`config.mk`:
```
export PLATFORM = sky130hd
export DESIGN_NAME = pcoeff_result_collector
export DESIGN_NICKNAME = d
export VERILOG_FILES = /design/src/rtl/pcoeff_result_collector.sv
export SDC_FILE = /design/constraint.sdc
export NUM_CORES = 2
export LEC_CHECK = 0
export CORE_UTILIZATION = 57
export DETAILED_ROUTE_END_ITERATION = 6
export DONT_BUFFER_PORTS = 1
export PLACE_DENSITY = 0.76
export SYNTH_ARGS = -nofsm -noshare
export SYNTH_HDL_FRONTEND = slang
export SYNTH_SLANG_ARGS = --single-unit
```
`constraint.sdc`:
```
create_clock -name clk -period 7.5 [get_ports clk]
set_input_delay 1.5 -clock clk [delete_from_list [all_inputs] [get_ports clk]]
set_output_delay 1.5 -clock clk [all_outputs]
set_load 0.01 [all_outputs]
```
`src/rtl/pcoeff_result_collector.sv`:
```
`default_nettype none
// ============================================================================
// pcoeff_result_collector: in-order result FIFO with slowDown backpressure,
// registered valid/ready output, running totals and sticky error flags.  Rev 1.0
// ============================================================================
module pcoeff_result_collector #(
  parameter int DEPTH = 64,
  parameter int SLACK = 16
) (
  input  logic                     clk,
  input  logic                     rst,
  input  logic                     resultValid_i,
  input  logic [47:0]              pcoeffSum_i,
  input  logic [12:0]              pcoeffCount_i,
  input  logic                     eccStatus_i,
  output logic                     slowDown_o,
  output logic                     outValid_o,
  input  logic                     outReady_i,
  output logic [47:0]              outSum_o,
  output logic [12:0]              outCount_o,
  output logic [$clog2(DEPTH):0]   occupancy_o,
  output logic [63:0]              totalSum_o,
  output logic [31:0]              resultsReceived_o,
  output logic                     overflowError_o,
  output logic                     eccErrorSticky_o
);

  localparam int AW = $clog2(DEPTH);
  localparam int OW = AW + 1;
  localparam logic [OW-1:0] FULL_LVL   = OW'(DEPTH);
  localparam logic [OW-1:0] SLOW_LVL   = OW'(DEPTH - SLACK);

  logic [60:0]   mem_q [DEPTH];
  logic [AW-1:0] wr_ptr_q, rd_ptr_q, rd_ptr_d;
  logic [OW-1:0] count_q, count_d, count_after_pop;
  logic          outValid_q, slowDown_q, overflow_q, ecc_q;
  logic [60:0]   head_q, head_d;
  logic [63:0]   totalSum_q;
  logic [31:0]   received_q;
  logic          w_push, w_pop, w_drop;

  // outValid_q mirrors (count_q != 0), so a pop is just the handshake.
  assign w_pop  = outValid_q && outReady_i;
  assign w_push = resultValid_i && ((count_q != FULL_LVL) || w_pop);
  assign w_drop = resultValid_i && !w_push;

  always_comb begin
    count_d         = count_q;
    count_after_pop = w_pop ? (count_q - OW'(1)) : count_q;
    rd_ptr_d        = rd_ptr_q + AW'(w_pop);
    case ({w_push, w_pop})
      2'b10:   count_d = count_q + OW'(1);
      2'b01:   count_d = count_q - OW'(1);
      default: count_d = count_q;
    endcase
    // A push into an otherwise-empty FIFO has not reached memory yet.
    if (count_after_pop == '0) head_d = {pcoeffSum_i, pcoeffCount_i};
    else                       head_d = mem_q[rd_ptr_d];
  end

  always_ff @(posedge clk) begin
    if (!rst && w_push) mem_q[wr_ptr_q] <= {pcoeffSum_i, pcoeffCount_i};
  end

  always_ff @(posedge clk) begin
    if (rst) begin
      wr_ptr_q   <= '0;
      rd_ptr_q   <= '0;
      count_q    <= '0;
      outValid_q <= 1'b0;
      head_q     <= '0;
      slowDown_q <= 1'b0;
      totalSum_q <= '0;
      received_q <= '0;
      overflow_q <= 1'b0;
      ecc_q      <= 1'b0;
    end else begin
      if (w_push) begin
        wr_ptr_q   <= wr_ptr_q + AW'(1);
        totalSum_q <= totalSum_q + {16'b0, pcoeffSum_i};
        received_q <= received_q + 32'd1;
      end
      rd_ptr_q   <= rd_ptr_d;
      count_q    <= count_d;
      outValid_q <= (count_d != '0);
      if (count_d != '0) head_q <= head_d;
      slowDown_q <= (count_d >= SLOW_LVL);
      overflow_q <= overflow_q | w_drop;
      ecc_q      <= ecc_q | eccStatus_i;
    end
  end

  assign slowDown_o        = slowDown_q;
  assign outValid_o        = outValid_q;
  assign outSum_o          = head_q[60:13];
  assign outCount_o        = head_q[12:0];
  assign occupancy_o       = count_q;
  assign totalSum_o        = totalSum_q;
  assign resultsReceived_o = received_q;
  assign overflowError_o   = overflow_q;
  assign eccErrorSticky_o  = ecc_q;

endmodule
`default_nettype wire

```
==> flow_metrics.tcl <==
set metrics [dict create \
    outcome "finished, violations left" \
    violations "design-rule violations" \
    hold_viol 0 \
    post_cts_resized 0 \
    fin_crit_sh_pct 71.51 \
    die_h_um 529.9 \
    path_clk_slew_ns 0.06 \
    fin_hold_ws_ns 0.5206 \
    drt-vias-per-instance 7.273 \
    fmax_mhz 186.5 \
    cp.arrival_ns 5.95 \
    grt_pass1_wl_mm 647.7 \
    root_buffer "clkbuf_16" \
    cts_setup_buffers 0 \
    synth.distinct_cells 78 \
    syn_area_per_cell_um2 22.24 \
    slowest_stage "nor2_4" \
    grt_overflow_total 0 \
    fillers 16910 \
    h-tree-depth 5 \
    grtUsageTotal_pct 33.74 \
    synth_edf_count 3904 \
    synth_area_um2 158800 \
    tns_ns 0 \
    cp.required_ns 8.08 \
    setup_viol 0 \
    grt_pass1_vias 82880 \
    finalWeightedCongestion 0.8898 \
    yosysTopAreaCell "edfxtp_1" \
    die_w_um 529.9 \
    ys_seq_area_share_pct 76.08 \
    path_class "flip-flop to flip-flop" \
    leakagePower_nw 55.15 \
    worst_slew_pin_slew_ns 1.399 \
    hold_path_startpoint "eccErrorSticky_o$_SDFF_PP0_" \
    syn_to_final_growth_pct 12.26 \
    design_area_um2 178300 \
    reg2reg_slack_ns 2.14 \
    synth_commonest_cells "edfxtp_1 (3904), mux4_2 (1219), nand2_1 (326), nor2_1 (245), clkbuf_1 (201)" \
    clockBufferDepth 4 \
    synth-main-ff-cell "edfxtp_1" \
    drive_above_1_share_pct 28.36 \
    synth_compound_area_share_pct 2.157 \
    cts_buffers 397 \
    holdBufCountCts 0 \
    cp_top_family "simple AND/OR/NAND/NOR gates" \
    drt_iter0_markers 16030 \
    cts_tree "built" \
    die_area_um2 280800 \
    synthXorXnorAreaFrac_pct 0.4955 \
    place_inst 10700 \
    fin_crit_ns 5.363 \
    async_flop_share_pct 0 \
    synth_top_family_by_area "multiplexers" \
    hpwl_mm 238.0 \
    vias 83370 \
    drc_errors 1 \
    numPortBuffers 0 \
    avgRoutedWirePerCell_um 41.25 \
    fp-row-count 193 \
    cp_max_fo 18 \
    netlist_instances 7142 \
    irDropWorstVdd_mv 0.2335 \
    path_buf_inv 2 \
    max-slew-margin-rel_pct 6.507 \
    cpPeakStageDelay_ns 1.33 \
    dr.pass1.iters 7 \
    whs_path_depth 2 \
    powerDensity_nw_per_um2 295.5 \
    synth_simple_gate_area_share_pct 2.285 \
    setup.worst_path.end_class "flip-flop" \
    routed_wl_mm 472.8 \
    yosys_warnings 0 \
    fin_nets 7516 \
    pin_count 234 \
    skew_ns 0.1048 \
    instances_no_fill 11460 \
    yosysMostFrequentCell "edfxtp_1" \
    ant_nets 0 \
    syn_nets 7263 \
    ys_seq_elements 4084 \
    synth_top_area_share_pct 73.81 \
    rr_startpoint "occupancy_o[0]$_SDFF_PP0_" \
    drv_cap 0 \
    grt_setup_unrepaired "no" \
    crit_chain "inv_1 > ha_1 > nor3b_2 > a41o_2 > or2_2 > nor2_1 > nand3b_1 > nor2_4 > buf_4" \
    cts_sinks 4084 \
    synthAdderAreaFrac_pct 0.4380 \
    fp.coreArea_um2 276700 \
    initial_core_util_pct 57.39 \
    synthMuxAreaShare_pct 17.32 \
    hold_end "eccErrorSticky_o$_SDFF_PP0_" \
    grt_start_max_net_pins 196 \
    place_area_um2 165000 \
    holdCritPathClass "flip-flop to flip-flop" \
    antenna_found_initial 17 \
    clk_latency_ns 1.02 \
    final_max_slew_viol_count 0 \
    synth.area.top_cells "edfxtp_1 (74%), mux4_2 (17%), dfxtp_1 (2.3%)" \
    cp-start-kind "flip-flop" \
    ff2ff_path_depth 9 \
    r2r_end "mem_q[44][9]$_DFFE_PP_" \
]
state kept, by name, indices dropped and copies added (netlist names):
signal,cells
eccErrorSticky_o,1
head_q,61
mem_q,3904
occupancy_o,7
outValid_o,1
overflowError_o,1
rd_ptr_q,6
resultsReceived_o,32
slowDown_o,1
totalSum_o,64
wr_ptr_q,6
worst reg2reg max path: stages (launching register included):
cell and delay, ns:
dfxtp_1 0.57, inv_1 0.19, ha_1 0.29, nor3b_2 0.18, a41o_2 0.45, or2_2 0.48
nor2_1 0.28, nand3b_1 0.68, nor2_4 1.33, buf_4 0.54
kinds of logic after synthesis:
logic type,count (synthesis)
multiplexers,1224
buffers and inverters,419
AND/OR/NAND/NOR,806
flip-flops,4084
XOR/XNOR,89
AO/OA/AOI/OAI,465
adder cells (fa/ha/maj),55
cell type report:
cell class / instances / area, um^2 / share of cell area (%)
clock buffer: 514 / 10670 / 5.983
inverter: 20 / 75.07 / 0.04211
timing repair buffer: 253 / 2813 / 1.578
antenna: 22 / 55.05 / 0.03088
tap: 3705 / 4636 / 2.600
multi-input combinational: 2639 / 36650 / 20.55
clock inverter: 225 / 2569 / 1.441
sequential: 4084 / 120800 / 67.77
metal layers:
layer / global-route usage, % / routed length, um / up-vias
met5: 0 / 41 / -
met2: 52.37 / 220000 / 7889
li1: - / - / 30710
met1: 43.48 / 149200 / 43020
met4: 17.48 / 31070 / 6
met3: 10.18 / 72450 / 1740
power by group:
group / leakage (nW) / internal [W] / switching, W / total (W)
clock network: 6.42 / 0.0116 / 0.00887 / 0.0204
registers: 36.6 / 0.0252 / 0.000589 / 0.0258
logic: 12.1 / 0.00332 / 0.00316 / 0.00648
how the worst max path moves through the flow:
stage	startpoint	endpoint	slack (ns)	cells after the start
CTS	occupancy_o[0]$_SDFF_PP0_	mem_q[44][9]$_DFFE_PP_	2.35	9
floorplan	resultValid_i	mem_q[63][0]$_DFFE_PP_	0.39	5
detailed placement	outReady_i	head_q[28]$_SDFFE_PP0P_	1.58	14
global placement	outReady_i	head_q[28]$_SDFFE_PP0P_	1.62	13
global route	occupancy_o[0]$_SDFF_PP0_	mem_q[44][9]$_DFFE_PP_	2.11	9
finish	occupancy_o[0]$_SDFF_PP0_	mem_q[44][9]$_DFFE_PP_	2.14	9
through the flow:
step	total power, W	utilization [%]	setup slack [ns]
after floorplan	0.03094	-	0.3920
after CTS	0.05270	64.41	2.350
final	0.05268	64.43	2.137
after global routing	0.05380	64.41	2.109
after global placement	0.03246	59.63	1.621
after detailed placement	0.03257	59.63	1.578
layout by cell type (no fill, tap or decap), drive strengths merged, types with 41 or more instances in the layout:
master | Yosys | routed
nand2 | 327 | 327
xnor2 | 42 | 42
clkbuf | 201 | 514
a311oi | 64 | 64
dfxtp | 180 | 180
ha | 54 | 54
xor2 | 47 | 47
edfxtp | 3904 | 3904
mux4 | 1219 | 1219
o21ai | 43 | 43
a21oi | 163 | 163
a211oi | 105 | 105
buf | 198 | 253
nor2b | 45 | 45
and3 | 41 | 41
clkinv | 1 | 164
bufinv | 0 | 42
nor2 | 245 | 245
No activity file was read; power rests on OpenSTA's default activity.
